`src/rtl/keycode_event_queue.sv`:
```
// Debounces the SoC's level-style keycode and turns accepted changes into a queue of
// press / release / auto-repeat events, drained by the consumer through a valid/ready handshake.
module keycode_event_queue #(
  parameter int STABLE_CYCLES = 4,
  parameter int REPEAT_DELAY  = 25000000,
  parameter int REPEAT_PERIOD = 5000000,
  parameter int FIFO_DEPTH    = 8
) (
  input  logic                          clk_clk,
  input  logic                          reset_reset_n,
  input  logic [7:0]                    keycode,
  input  logic                          clear_overflow,
  input  logic                          ev_ready,
  output logic                          ev_valid,
  output logic [7:0]                    ev_code,
  output logic [1:0]                    ev_type,
  output logic [$clog2(FIFO_DEPTH):0]   fifo_count,
  output logic                          overflow
);

  localparam int AW   = $clog2(FIFO_DEPTH);
  localparam int SW   = $clog2(STABLE_CYCLES);
  localparam int RMAX = (REPEAT_DELAY > REPEAT_PERIOD) ? REPEAT_DELAY : REPEAT_PERIOD;
  localparam int CW   = $clog2(RMAX + 1);

  localparam logic [1:0] EV_PRESS   = 2'b00;
  localparam logic [1:0] EV_RELEASE = 2'b01;
  localparam logic [1:0] EV_REPEAT  = 2'b10;

  typedef enum logic [1:0] {
    S_IDLE   = 2'b00,
    S_DELAY  = 2'b01,
    S_REPEAT = 2'b10
  } rep_state_e;

  logic [7:0]    kc_q, kc_d;
  logic [7:0]    cand_q, cand_d;
  logic [SW-1:0] stab_q, stab_d;
  logic [7:0]    acc_q, acc_d;
  logic          pend_q, pend_d;
  logic [7:0]    pend_code_q, pend_code_d;
  rep_state_e    state_q, state_d;
  logic [CW-1:0] cnt_q, cnt_d;
  logic [AW-1:0] wr_ptr_q, wr_ptr_d;
  logic [AW-1:0] rd_ptr_q, rd_ptr_d;
  logic [AW:0]   count_q, count_d;
  logic          overflow_q, overflow_d;
  logic [7:0]    last_code_q, last_code_d;
  logic [1:0]    last_type_q, last_type_d;
  logic [7:0]    mem_code_q [FIFO_DEPTH];
  logic [7:0]    mem_code_d [FIFO_DEPTH];
  logic [1:0]    mem_type_q [FIFO_DEPTH];
  logic [1:0]    mem_type_d [FIFO_DEPTH];

  logic          accept;
  logic          push;
  logic [7:0]    push_code;
  logic [1:0]    push_type;
  logic          empty, full, pop, wr_en, drop;

  // Stability filter: the candidate must match kc_q for STABLE_CYCLES cycles to be accepted.
  always_comb begin
    kc_d   = keycode;
    cand_d = cand_q;
    stab_d = stab_q;
    acc_d  = acc_q;
    accept = 1'b0;
    if (kc_q != cand_q) begin
      cand_d = kc_q;
      stab_d = SW'(1);
    end else if (stab_q == SW'(STABLE_CYCLES - 1)) begin
      if (cand_q != acc_q) begin
        accept = 1'b1;
        acc_d  = cand_q;
      end else begin
        acc_d = acc_q;
      end
    end else begin
      stab_d = stab_q + SW'(1);
    end
  end

  // Event generation and repeat FSM; an acceptance outranks both a pending press and a due repeat.
  always_comb begin
    push        = 1'b0;
    push_code   = 8'h00;
    push_type   = EV_PRESS;
    pend_d      = 1'b0;
    pend_code_d = pend_code_q;
    state_d     = state_q;
    cnt_d       = cnt_q;
    if (accept) begin
      push = 1'b1;
      if (acc_q != 8'h00) begin
        push_code = acc_q;
        push_type = EV_RELEASE;
        if (cand_q != 8'h00) begin
          pend_d      = 1'b1;
          pend_code_d = cand_q;
        end else begin
          pend_d = 1'b0;
        end
      end else begin
        push_code = cand_q;
        push_type = EV_PRESS;
      end
      state_d = (cand_q != 8'h00) ? S_DELAY : S_IDLE;
      cnt_d   = '0;
    end else if (pend_q) begin
      push      = 1'b1;
      push_code = pend_code_q;
      push_type = EV_PRESS;
      state_d   = S_DELAY;
      cnt_d     = '0;
    end else begin
      case (state_q)
        S_DELAY: begin
          if (cnt_q == CW'(REPEAT_DELAY - 1)) begin
            push      = 1'b1;
            push_code = acc_q;
            push_type = EV_REPEAT;
            state_d   = S_REPEAT;
            cnt_d     = '0;
          end else begin
            cnt_d = cnt_q + CW'(1);
          end
        end
        S_REPEAT: begin
          if (cnt_q == CW'(REPEAT_PERIOD - 1)) begin
            push      = 1'b1;
            push_code = acc_q;
            push_type = EV_REPEAT;
            cnt_d     = '0;
          end else begin
            cnt_d = cnt_q + CW'(1);
          end
        end
        default: begin
          state_d = S_IDLE;
          cnt_d   = '0;
        end
      endcase
    end
  end

  // Event FIFO: a push into a full queue survives only if the head is popped in the same cycle.
  always_comb begin
    empty       = (count_q == '0);
    full        = (count_q == (AW + 1)'(FIFO_DEPTH));
    pop         = !empty && ev_ready;
    wr_en       = push && (!full || pop);
    drop        = push && full && !pop;
    mem_code_d  = mem_code_q;
    mem_type_d  = mem_type_q;
    wr_ptr_d    = wr_ptr_q;
    rd_ptr_d    = rd_ptr_q;
    last_code_d = last_code_q;
    last_type_d = last_type_q;
    if (wr_en) begin
      mem_code_d[wr_ptr_q] = push_code;
      mem_type_d[wr_ptr_q] = push_type;
      wr_ptr_d             = wr_ptr_q + AW'(1);
    end else begin
      wr_ptr_d = wr_ptr_q;
    end
    if (pop) begin
      rd_ptr_d    = rd_ptr_q + AW'(1);
      last_code_d = mem_code_q[rd_ptr_q];
      last_type_d = mem_type_q[rd_ptr_q];
    end else begin
      rd_ptr_d = rd_ptr_q;
    end
    case ({wr_en, pop})
      2'b10:   count_d = count_q + (AW + 1)'(1);
      2'b01:   count_d = count_q - (AW + 1)'(1);
      default: count_d = count_q;
    endcase
    if (drop) begin
      overflow_d = 1'b1;
    end else if (clear_overflow) begin
      overflow_d = 1'b0;
    end else begin
      overflow_d = overflow_q;
    end
  end

  // State registers with synchronous active-low reset.
  always_ff @(posedge clk_clk) begin
    if (!reset_reset_n) begin
      kc_q        <= 8'h00;
      cand_q      <= 8'h00;
      stab_q      <= '0;
      acc_q       <= 8'h00;
      pend_q      <= 1'b0;
      pend_code_q <= 8'h00;
      state_q     <= S_IDLE;
      cnt_q       <= '0;
      wr_ptr_q    <= '0;
      rd_ptr_q    <= '0;
      count_q     <= '0;
      overflow_q  <= 1'b0;
      last_code_q <= 8'h00;
      last_type_q <= 2'b00;
      for (int i = 0; i < FIFO_DEPTH; i++) begin
        mem_code_q[i] <= 8'h00;
        mem_type_q[i] <= 2'b00;
      end
    end else begin
      kc_q        <= kc_d;
      cand_q      <= cand_d;
      stab_q      <= stab_d;
      acc_q       <= acc_d;
      pend_q      <= pend_d;
      pend_code_q <= pend_code_d;
      state_q     <= state_d;
      cnt_q       <= cnt_d;
      wr_ptr_q    <= wr_ptr_d;
      rd_ptr_q    <= rd_ptr_d;
      count_q     <= count_d;
      overflow_q  <= overflow_d;
      last_code_q <= last_code_d;
      last_type_q <= last_type_d;
      mem_code_q  <= mem_code_d;
      mem_type_q  <= mem_type_d;
    end
  end

  // Show-ahead head; an empty queue keeps presenting the last event handed out.
  always_comb begin
    ev_valid   = !empty;
    fifo_count = count_q;
    overflow   = overflow_q;
    if (empty) begin
      ev_code = last_code_q;
      ev_type = last_type_q;
    end else begin
      ev_code = mem_code_q[rd_ptr_q];
      ev_type = mem_type_q[rd_ptr_q];
    end
  end

endmodule
```
`config.mk`:
```
export PLATFORM = sky130hd
export DESIGN_NAME = keycode_event_queue
export DESIGN_NICKNAME = d
export VERILOG_FILES = /design/src/rtl/keycode_event_queue.sv
export SDC_FILE = /design/constraint.sdc
export NUM_CORES = 1
export LEC_CHECK = 0
export ABC_CLOCK_PERIOD_IN_PS = 3100
export CAP_MARGIN = 20
export CORE_MARGIN = 3
export CORE_UTILIZATION = 55
export CTS_CLUSTER_SIZE = 12
export DETAILED_ROUTE_END_ITERATION = 10
export PLACE_DENSITY_LB_ADDON = 0.12
export SYNTH_ARGS = -nofsm -noshare
export SYNTH_HDL_FRONTEND = slang
export SYNTH_SLANG_ARGS = --single-unit
export TNS_END_PERCENT = 20
```
`constraint.sdc`:
```
create_clock -name clk_clk -period 3.1 [get_ports clk_clk]
set_clock_uncertainty 0.15 [all_clocks]
set_input_delay 0.62 -clock clk_clk [delete_from_list [all_inputs] [get_ports clk_clk]]
set_output_delay 0.62 -clock clk_clk [all_outputs]
set_load 0.05 [all_outputs]
```
# Word level (Yosys, flattened, before mapping)
# Cells that the tools add are included.
word_totals:
  register_bits: 163
  out_inout_bits: 16
  word_cells: 125
op_classes:
  add_sub_neg: 6
  order_cmp: 3
  n_eq_ne: 13
  muxes: 48
  bitwise: 4
  reduce_logical: 20
op_table:
  columns: ["cell", "n"]
  rows:
  - ["$mux W8", 9]
  - ["$bwmux W64", 1]
  - ["$mux W25", 2]
  - ["$pmux W25 S2", 1]
  - ["$add A25 B1 Y25 const B", 1]
  - ["$eq A25 B23 Y1 const B", 1]
  - ["$eq A25 B25 Y1 const B", 1]
  - ["$bmux W8 S3", 1]
  - ["$demux W8 S3", 1]
  - ["$mux W2", 11]
  - ["$bwmux W16", 1]
  - ["$ne A8 B8 Y1", 2]
  - ["$pmux W8 S2", 1]
  - ["$reduce_bool A8 Y1", 2]
  - ["$mux W1", 14]
  - ["$reduce_and A3 Y1", 3]
  - ["$ge A4 B4 Y1 const B", 2]
  - ["$not A3 Y4", 2]
  - ["$pmux W2 S2", 2]
  - ["$pmux W4 S2", 1]
  - ["$add A3 B1 Y3 const B", 2]
  - ["$bmux W2 S3", 1]
  - ["$demux W2 S3", 1]
  - ["$eq A2 B2 Y1 const B", 3]
  - ["19 further kinds", 28]

# Longest topological paths before layout
# Gate-level depths: netlist (run 1).
depth:
  ltp_word: 8
  mapped_depth: 15
  mapped_depth_nobuf: 14

# Worst setup path before layout (run 1)
# Ideal clock, no wire load.
synth_path:
  kind: "register to output"
  startpoint: "register rd_ptr_q[1]"
  endpoint: "output port ev_code[0]"
  t_arrival_ns: 2.316
  t_required_ns: 2.330
  slack_ns: 0.014
  stages_incl_launch_ff: 6
  n_path_buf: 2
  path_cell_list: "dfxtp_1 buf_1 clkbuf_1 mux4_2 mux2i_1 a21oi_1"
synth_via:
  elab_chain_len: 5
synth_lines:
  columns: ["item", "line_no", "source"]
  rows:
  - ["start: declaration", "45", "logic [AW-1:0] rd_ptr_q, rd_ptr_d;"]
  - ["start signal: assignment", "218", "rd_ptr_q <= rd_ptr_d;"]
  - ["$not A3 Y4 (implied by the code)", "237", "ev_code = mem_code_q[rd_ptr_q];"]
  - ["$bmux W8 S3", "237", null]
  - ["$mux W8 (implied by the code) (2 in a row)", "237", null]
  - ["$mux W8", "233", "if (empty) begin"]
  - ["end: declaration", "15", "output logic [7:0] ev_code,"]
# No other way between the ends. The select of a mux whose other input is x is not followed.

# Worst setup path after layout (run 1)
layout_path:
  startpoint: "register rd_ptr_q[0]"
  endpoint: "output port ev_code[5]"
# The elaborated chain is that of the path after synthesis.

==> results of run 1 <==
==> what timing repair did <==
item | CTS | global route
pin swaps | 0 | 5
gates cloned | 0 | 0
hold endpoints to repair | 0 | 0
resized for setup | 1 | 13
setup endpoints to repair | 4 | 3
==> kinds of logic after synthesis <==
kind of cell / count (synthesis)
mux: 49
compound gates: 194
flops: 163
buf+inv: 63
simple gates: 246
fa+ha+maj: 9
xor+xnor: 47
==> layout by cell type (no fill, tap or decap), drive strengths merged, types with 20 or more instances in the layout <==
cell and count:
nor2 70, dfxtp 163, nand2 59, xor2 26, mux4 20, xnor2 21
nand3 29, a21oi 85, o21ai 68, mux2i 28, buf 30, nor2b 20
and2 25
==> sequential cells by signal (all words and copies together) (netlist names), 3 cells and up <==
register and cells:
rd_ptr_q 3, acc_q 8, mem_code_q 64, cnt_q 25, wr_ptr_q 3, fifo_count 4, cand_q 8, mem_type_q 16
pend_code_q 8, last_code_q 8, kc_q 8
==> critical path, delay by kind of cell (launching register included) <==
kind / cells / cell delay [ps]
AO/OA/AOI/OAI: 1 / 130
buffers and inverters: 2 / 410
flip-flops: 1 / 360
multiplexers: 2 / 880
==> worst paths after layout <==
check                      start             end
hold / removal    pend_code_q[4]  pend_code_q[4]
hold reg to reg   pend_code_q[4]  pend_code_q[4]
setup reg to reg       cnt_q[24]   fifo_count[3]
setup / recovery     rd_ptr_q[0]      ev_code[5]
==> per-stage QoR <==
| step | hold slack (ps) | area, um2 | setup slack (ps) |
|---|---|---|---|
| 3_3_place_gp | 295 | 7730 | 154 |
| 4_1_cts | 316 | 8330 | 32.5 |
| 6_report | 316 | 8380 | 93.3 |
| 3_5_place_dp | 304 | 7730 | 58.2 |
| 2_1_floorplan | 280 | 7350 | 13.8 |
| 5_1_grt | 339 | 8380 | -12.9 |
==> metal layers <==
metal,global-route usage,wire length [um]
met1,0.305,7300
met2,0.352,7230
met4,0.0917,342
met3,0.0576,817
met5,0,0
==> final cells by class <==
cell class / instances / area (um2) / area share
clock inverter: 13 / 145 / 0.0173
sequential: 163 / 3270 / 0.390
timing repair buffer: 46 / 435 / 0.0519
tap: 172 / 215 / 0.0257
inverter: 11 / 41.3 / 0.00492
multi-input combinational: 545 / 3820 / 0.456
clock buffer: 19 / 453 / 0.0540
==> where the power goes <==
| part | internal, mW | total [mW] | switching, mW | leakage [nW] |
|---|---|---|---|---|
| clock | 1.24 | 2.11 | 0.872 | 0.288 |
| sequential | 2.18 | 2.25 | 0.0727 | 1.32 |
| combinational | 0.597 | 1.78 | 1.18 | 1.66 |
==> impl_metrics.toml, run 1 <==
[outcome]
status = "complete, no violations"

[clocking]
h-tree-depth = 4
clockBufferDepth = 2
cts_inserted_buffers = 17
post-cts-setup-buffers = 0
cts_hold_buf = 0
clock_latency_ps = 430
clkTransAtPathRegs_ps = 60
cts.sinks = 163
cts_root_buffer = "clkbuf_16"
cts_tree = "done"

[floorplanning]
io_pins = 28
die_w_um = 122
die-area_mm2 = 0.0148
row_count = 41
start_util = 0.573
core-area_mm2 = 0.0128
die_h_um = 122

[layout]
area_growth_pct = 14.1
stdcell_count = 969
fin_util = 0.654
antenna_cells = 0
layout-drive-gt1-share = 0.156
fin_nets = 805
fill_cells = 1042

[critical_path]
path_class = "flop to output port"
r2r_cells = 12
cp.required_ps = 2330
cp_cell_sequence = "buf_12 > mux4_2 > mux2i_1 > a21oi_1 > buf_4"
slowest_delay_ps = 520
critPathCaptureType = "output port"
reg2reg_slack_ps = 100
cpMaxStageDelayCell = "mux4_2"
worstPathMaxFanout = 22
cp.arrival_ps = 2240
critPathLaunchType = "flop"

[timing]
min_period_ps = 3010
worstMarginPinSlew_ps = 818
slew_viol_final = 0
setup_tns_ps = 0
finalCritPeriodShare = 0.970
maxSlewHeadroom = 0.455
rsz0062_at_grt = "yes"
finalHoldViolations = 0
clock.fmax_mhz = 333
setup-violations-final = 0

[synth]
synthArstFlopShare = 0
synth.area.top_cells = "dfxtp_1 44%, mux4_2 6.1%, a21oi_1 5.8%"
synthSimpleGateAreaFrac = 0.182
synth_edf_count = 0
yosysSeqAreaShare = 0.444
synth_common_cells = "163 x dfxtp_1, 85 x a21oi_1, 61 x nor2_1, 59 x o21ai_0, 58 x nand2_1"
syn_nets = 792
yosysTopAreaCell = "dfxtp_1"
synth_top_family_by_area = "simple AND/OR/NAND/NOR gates"
ys_warn_count = 0
synth-compound-area-share = 0.158
synth.most_common_cell = "dfxtp_1"
ys_types = 58
netlist.area_leader.share = 0.444
synth_ff_type = "dfxtp_1"
synthCells = 771
synth.area.mux_share = 0.101
syn_area_mm2 = 0.00735
synth_adder_area_share = 0.0163
yosys.area_share.xor_xnor = 0.0560
synth.avg_cell_area_um2 = 9.53
ys_ff_latch = 163

[min_path]
min_path_type = "flop to flop"
min_path_cells = 2

[routing]
wl_per_cell_um = 16.2
drtIter0Drc = 516
postRouteAntennaNets = 0
wl_mm = 15.7
route.detailed.drc = 0
post_drt_via_cell_ratio = 5.79
dr.pass1.iters = 5
vias = 5613

[power_and_ir_drop]
power.total_mw = 6.14
pwr_density_cell_mw_per_mm2 = 732
power.leakage_nw = 3.27
irDropWorstVdd_mv = 0.511

[global_routing]
grt_max_degree = 55
grt_pass1_wl_mm = 26.5
antenna_found_initial = 0
grt_use_total = 0.227
grt_pass1_vias = 5391
overflow = 0

[placed_design]
hpwl_mm = 10.4
place_inst = 937
io_buffers = 27
gp_congestion = 0.812

[run]
cap_viol_max_count = 0
No activity file was read; power rests on OpenSTA's default activity.
==> inputs of run 2 (changes only) <==
--- a/config.mk
+++ b/config.mk
@@ -12,6 +12,7 @@
 export CTS_CLUSTER_SIZE = 12
 export DETAILED_ROUTE_END_ITERATION = 10
 export PLACE_DENSITY_LB_ADDON = 0.12
+export SKIP_LAST_GASP = 1
 export SYNTH_ARGS = -nofsm -noshare
 export SYNTH_HDL_FRONTEND = slang
 export SYNTH_SLANG_ARGS = --single-unit
==> impl_metrics.toml, run 2 (synthesized netlist as in run 1, its figures left out) <==
[placed_design]
gp_congestion = 0.812
place_inst = 937
io_buffers = 27
hpwl_mm = 10.4
dpl-instance-area_mm2 = 0.00773

[power_and_ir_drop]
irDropWorstVdd_mv = 0.511
p_sw_mw = 2.12
p_comb_frac = 0.290
power.leakage_nw = 3.26
swShare = 0.345
p_int_mw = 4.02
p_seq_frac = 0.367
power.total_mw = 6.14
power_frac_clock = 0.343
pwr_density_cell_mw_per_mm2 = 733

[floorplanning]
die-area_mm2 = 0.0148
core-area_mm2 = 0.0128
die_w_um = 122
io_pins = 28
row_count = 41
start_util = 0.573
die_h_um = 122

[critical_path]
reg2reg_slack_ps = 100
critPathLaunch = "rd_ptr_q[0]"
worstPathMaxFanout = 22
path_class = "flop to output port"
r2r_cells = 12
critPathCaptureType = "output port"
r2r_end = "fifo_count[3]"
cp.required_ps = 2330
cp.arrival_ps = 2300
critPathLaunchType = "flop"
r2r-start = "cnt_q[24]"

[global_routing]
grt_pass1_vias = 5391
grt_pass1_wl_mm = 26.5
overflow = 0
grt_max_degree = 55
antenna_found_initial = 0
grt_use_total = 0.227

[routing]
drtIter0Drc = 535
postRouteAntennaNets = 0
dr.pass1.iters = 5
wl_per_cell_um = 16.3
wl_mm = 15.8
vias = 5624
post_drt_via_cell_ratio = 5.80
route.detailed.drc = 0

[clocking]
cts_inserted_buffers = 17
h-tree-depth = 4
cts_root_buffer = "clkbuf_16"
clkTransAtPathRegs_ps = 60
post-cts-setup-buffers = 0
clockBufferDepth = 2
cts.sinks = 163
clock_latency_ps = 430
cts_hold_buf = 0
cts_tree = "done"

[min_path]
min_from = "pend_code_q[4]"
hold_path_end = "pend_code_q[4]"
min_path_cells = 2
min_path_type = "flop to flop"

[layout]
final_common_cell = "dfxtp_1"
layout-drive-gt1-share = 0.154
stdcell_count = 969
final_cell_mix = "157 x dfxtp_1, 84 x a21oi_1, 61 x nor2_1"
largest-register = "mem_code_q"
design_area_mm2 = 0.00838
largest_reg_flops = 64
fin_nets = 805
top_regs = "mem_code_q (64), cnt_q (25), mem_type_q (16)"
area_growth_pct = 14.0
fin_util = 0.653
antenna_cells = 0

[timing]
finalCritPeriodShare = 0.989
slew_viol_final = 0
rsz0062_at_grt = "yes"
min_period_ps = 3070
maxSlewHeadroom = 0.453
whs_ps = 316
clock.fmax_mhz = 326
worstMarginPinSlew_ps = 821
finalHoldViolations = 0
setup-violations-final = 0

[run]
cap_viol_max_count = 0

[outcome]
status = "complete, no violations"
[run 2: changes by cell type in the layout (fill, tap and decap cells not counted)]
cell     change
mux2i_1      +1
mux2i_2      -1
[run 2: stage by stage]
| step | worst slack (ps) | TNS [ps] |
|---|---|---|
| floorplan | 13.8 | 0 |
| global placement | 154 | 0 |
| detailed placement | 58.2 | 0 |
| CTS | 32.5 | 0 |
| global route | -12.9 | -19.2 |
| finish | 33.3 | 0 |
[run 2: timing repair]
action / 4_1_cts / 5_1_grt
setup endpoints to repair: 4 / 3
pin swaps: 0 / 5
gates resized for setup: 1 / 12
gates cloned: 0 / 0
[run 2: per-layer routing]
layer	share of wire	global-route usage
met1	0.46	0.305
met2	0.46	0.352
met3	0.054	0.0576
met4	0.020	0.0917
met5	0	0
[run 2: cell type report]
cell class / count / area, um2
Multi-Input combinational cell: 545 / 3820
Tap cell: 172 / 215
Sequential cell: 163 / 3270
Fill cell: 1044 / 4440
Clock inverter: 13 / 145
Timing Repair Buffer: 46 / 435
Inverter: 11 / 41.3
Clock buffer: 19 / 453
[run 2: how the worst max path moves through the flow]
stage | endpoint | slack [ps] | cells after the start
after detailed placement | fifo_count[3] | 60 | 12
final | ev_code[6] | 30 | 5
after global placement | fifo_count[3] | 150 | 12
after global routing | fifo_count[3] | -10 | 12
after floorplan | ev_code[0] | 10 | 5
after CTS | fifo_count[3] | 30 | 12
[run 2: power groups by stage]
stage,Clock (mW),Sequential [mW],Combinational [mW]
final,2.11,2.25,1.78
after global routing,2.23,2.26,1.90
after detailed placement,0,2.30,1.78
after CTS,2.15,2.25,1.79
after floorplan,0,2.34,1.26
after global placement,0,2.30,1.76
[run 2: critical path, cell delays in order, from the launching register on]
cell and delay (ps):
dfxtp_1 360, buf_12 210, mux4_2 550, mux2i_1 360, a21oi_1 150, buf_4 210
==> inputs of run 3 (changes only) <==
--- a/config.mk
+++ b/config.mk
@@ -12,6 +12,7 @@
 export CTS_CLUSTER_SIZE = 12
 export DETAILED_ROUTE_END_ITERATION = 10
 export PLACE_DENSITY_LB_ADDON = 0.12
+export SETUP_SLACK_MARGIN = 0.05
 export SKIP_LAST_GASP = 1
 export SYNTH_ARGS = -nofsm -noshare
 export SYNTH_HDL_FRONTEND = slang
==> impl_metrics.toml, run 3 (synthesized netlist as in run 1, its figures left out) <==
[clocking]
clockBufferDepth = 2
cts.sinks = 163
clock_latency_ps = 430
clkTransAtPathRegs_ps = 60
cts_inserted_buffers = 17
cts_tree = "done"
cts_root_buffer = "clkbuf_16"
h-tree-depth = 4

[routing]
postRouteAntennaNets = 0
post_drt_via_cell_ratio = 5.81
vias = 5624
wl_per_cell_um = 16.6
wl_mm = 16.1
dr.pass1.iters = 5
drtIter0Drc = 555
route.detailed.drc = 0

[global_routing]
antenna_found_initial = 0
grt_max_degree = 68
grt_pass1_wl_mm = 26.5
grt_pass1_vias = 5513
grt_use_total = 0.225
overflow = 0

[timing]
finalHoldViolations = 0
setup_tns_ps = 0
maxSlewHeadroom = 0.399
worstMarginPinSlew_ps = 902
clock.fmax_mhz = 326
setup-violations-final = 0
finalCritPeriodShare = 0.989
whs_ps = 317
worst_slack_ps = 34.2
rsz0062_at_grt = "yes"
slew_viol_final = 0
min_period_ps = 3070

[layout]
fin_nets = 804
fill_cells = 1047
top_regs = "mem_code_q (64), cnt_q (25), mem_type_q (16)"
fin_util = 0.650
largest_reg_flops = 64
largest-register = "mem_code_q"
layout-drive-gt1-share = 0.152
area_growth_pct = 13.5
antenna_cells = 0
final_cell_mix = "158 x dfxtp_1, 82 x a21oi_1, 61 x nor2_1"
final_common_cell = "dfxtp_1"

[floorplanning]
start_util = 0.573
row_count = 41
die_w_um = 122
io_pins = 28
die_h_um = 122
core-area_mm2 = 0.0128
die-area_mm2 = 0.0148

[critical_path]
cp.required_ps = 2330
path_class = "flop to output port"
critPathCaptureType = "output port"
cp.arrival_ps = 2300
r2r_end = "fifo_count[3]"
critPathLaunchType = "flop"
r2r-start = "cnt_q[8]"
reg2reg_slack_ps = 60
worstPathMaxFanout = 22
r2r_cells = 12

[placed_design]
dp_slack_ps = 73.5
gp_congestion = 0.816
hpwl_mm = 10.4
io_buffers = 27

[power_and_ir_drop]
power.leakage_nw = 3.26
power.total_mw = 6.09
irDropWorstVdd_mv = 0.399
pwr_density_cell_mw_per_mm2 = 730

[min_path]
min_from = "pend_code_q[0]"
min_path_cells = 2
hold_path_end = "pend_code_q[0]"
min_path_type = "flop to flop"

[outcome]
status = "complete, no violations"

[run]
cap_viol_max_count = 0
[run 3: cell type report]
cell class	count	area [um2]	share of cell area
Clock buffer	22	474	0.0569
Clock inverter	10	98.8	0.0119
Inverter	11	41.3	0.00495
Multi-Input combinational cell	545	3840	0.460
Sequential cell	163	3270	0.392
Tap cell	172	215	0.0258
Timing Repair Buffer	45	403	0.0483
[run 3: critical path, stage by stage, from the launching register on]
cell	delay [ps]
dfxtp_1	350
buf_12	220
mux4_2	510
mux2i_1	430
a21oi_1	140
buf_4	210
[run 3: repair_timing]
item	4_1_cts	5_1_grt
endpoints found under the setup margin	0	11
setup buffers	0	1
gates resized for setup	0	14
hold buffers	0	0
[run 3: through the flow]
stage	cell area, um2	std cells
after floorplan	7360	771
after global placement	7700	935
after detailed placement	7700	935
after CTS	8280	967
after global routing	8340	968
final	8340	968
[run 3: per-layer routing]
layer / track usage / vias up / wire length (um)
met4: 0.0784 / 0 / 258
met5: 0 / - / 0
met1: 0.304 / 2711 / 7290
met2: 0.357 / 147 / 7700
met3: 0.0506 / 24 / 830
li1: - / 2742 / -
[run 3: worst max path at each step]
stage | slack [ps] | start | to | cells past startpoint
after floorplan | 10 | rd_ptr_q[1] | ev_code[2] | 5
after global placement | 160 | cnt_q[15] | fifo_count[3] | 12
after detailed placement | 70 | cnt_q[13] | fifo_count[3] | 12
after CTS | 50 | cnt_q[13] | fifo_count[3] | 12
after global routing | -100 | cnt_q[8] | fifo_count[3] | 12
final | 30 | rd_ptr_q[0] | ev_type[0] | 5
[run 3: power by group]
group	internal [mW]	total, mW	leakage, nW	switching (mW)
Clock	1.18	2.03	0.278	0.852
Sequential	2.18	2.25	1.32	0.0665
Combinational	0.605	1.81	1.66	1.21
Total	3.96	6.09	3.26	2.13
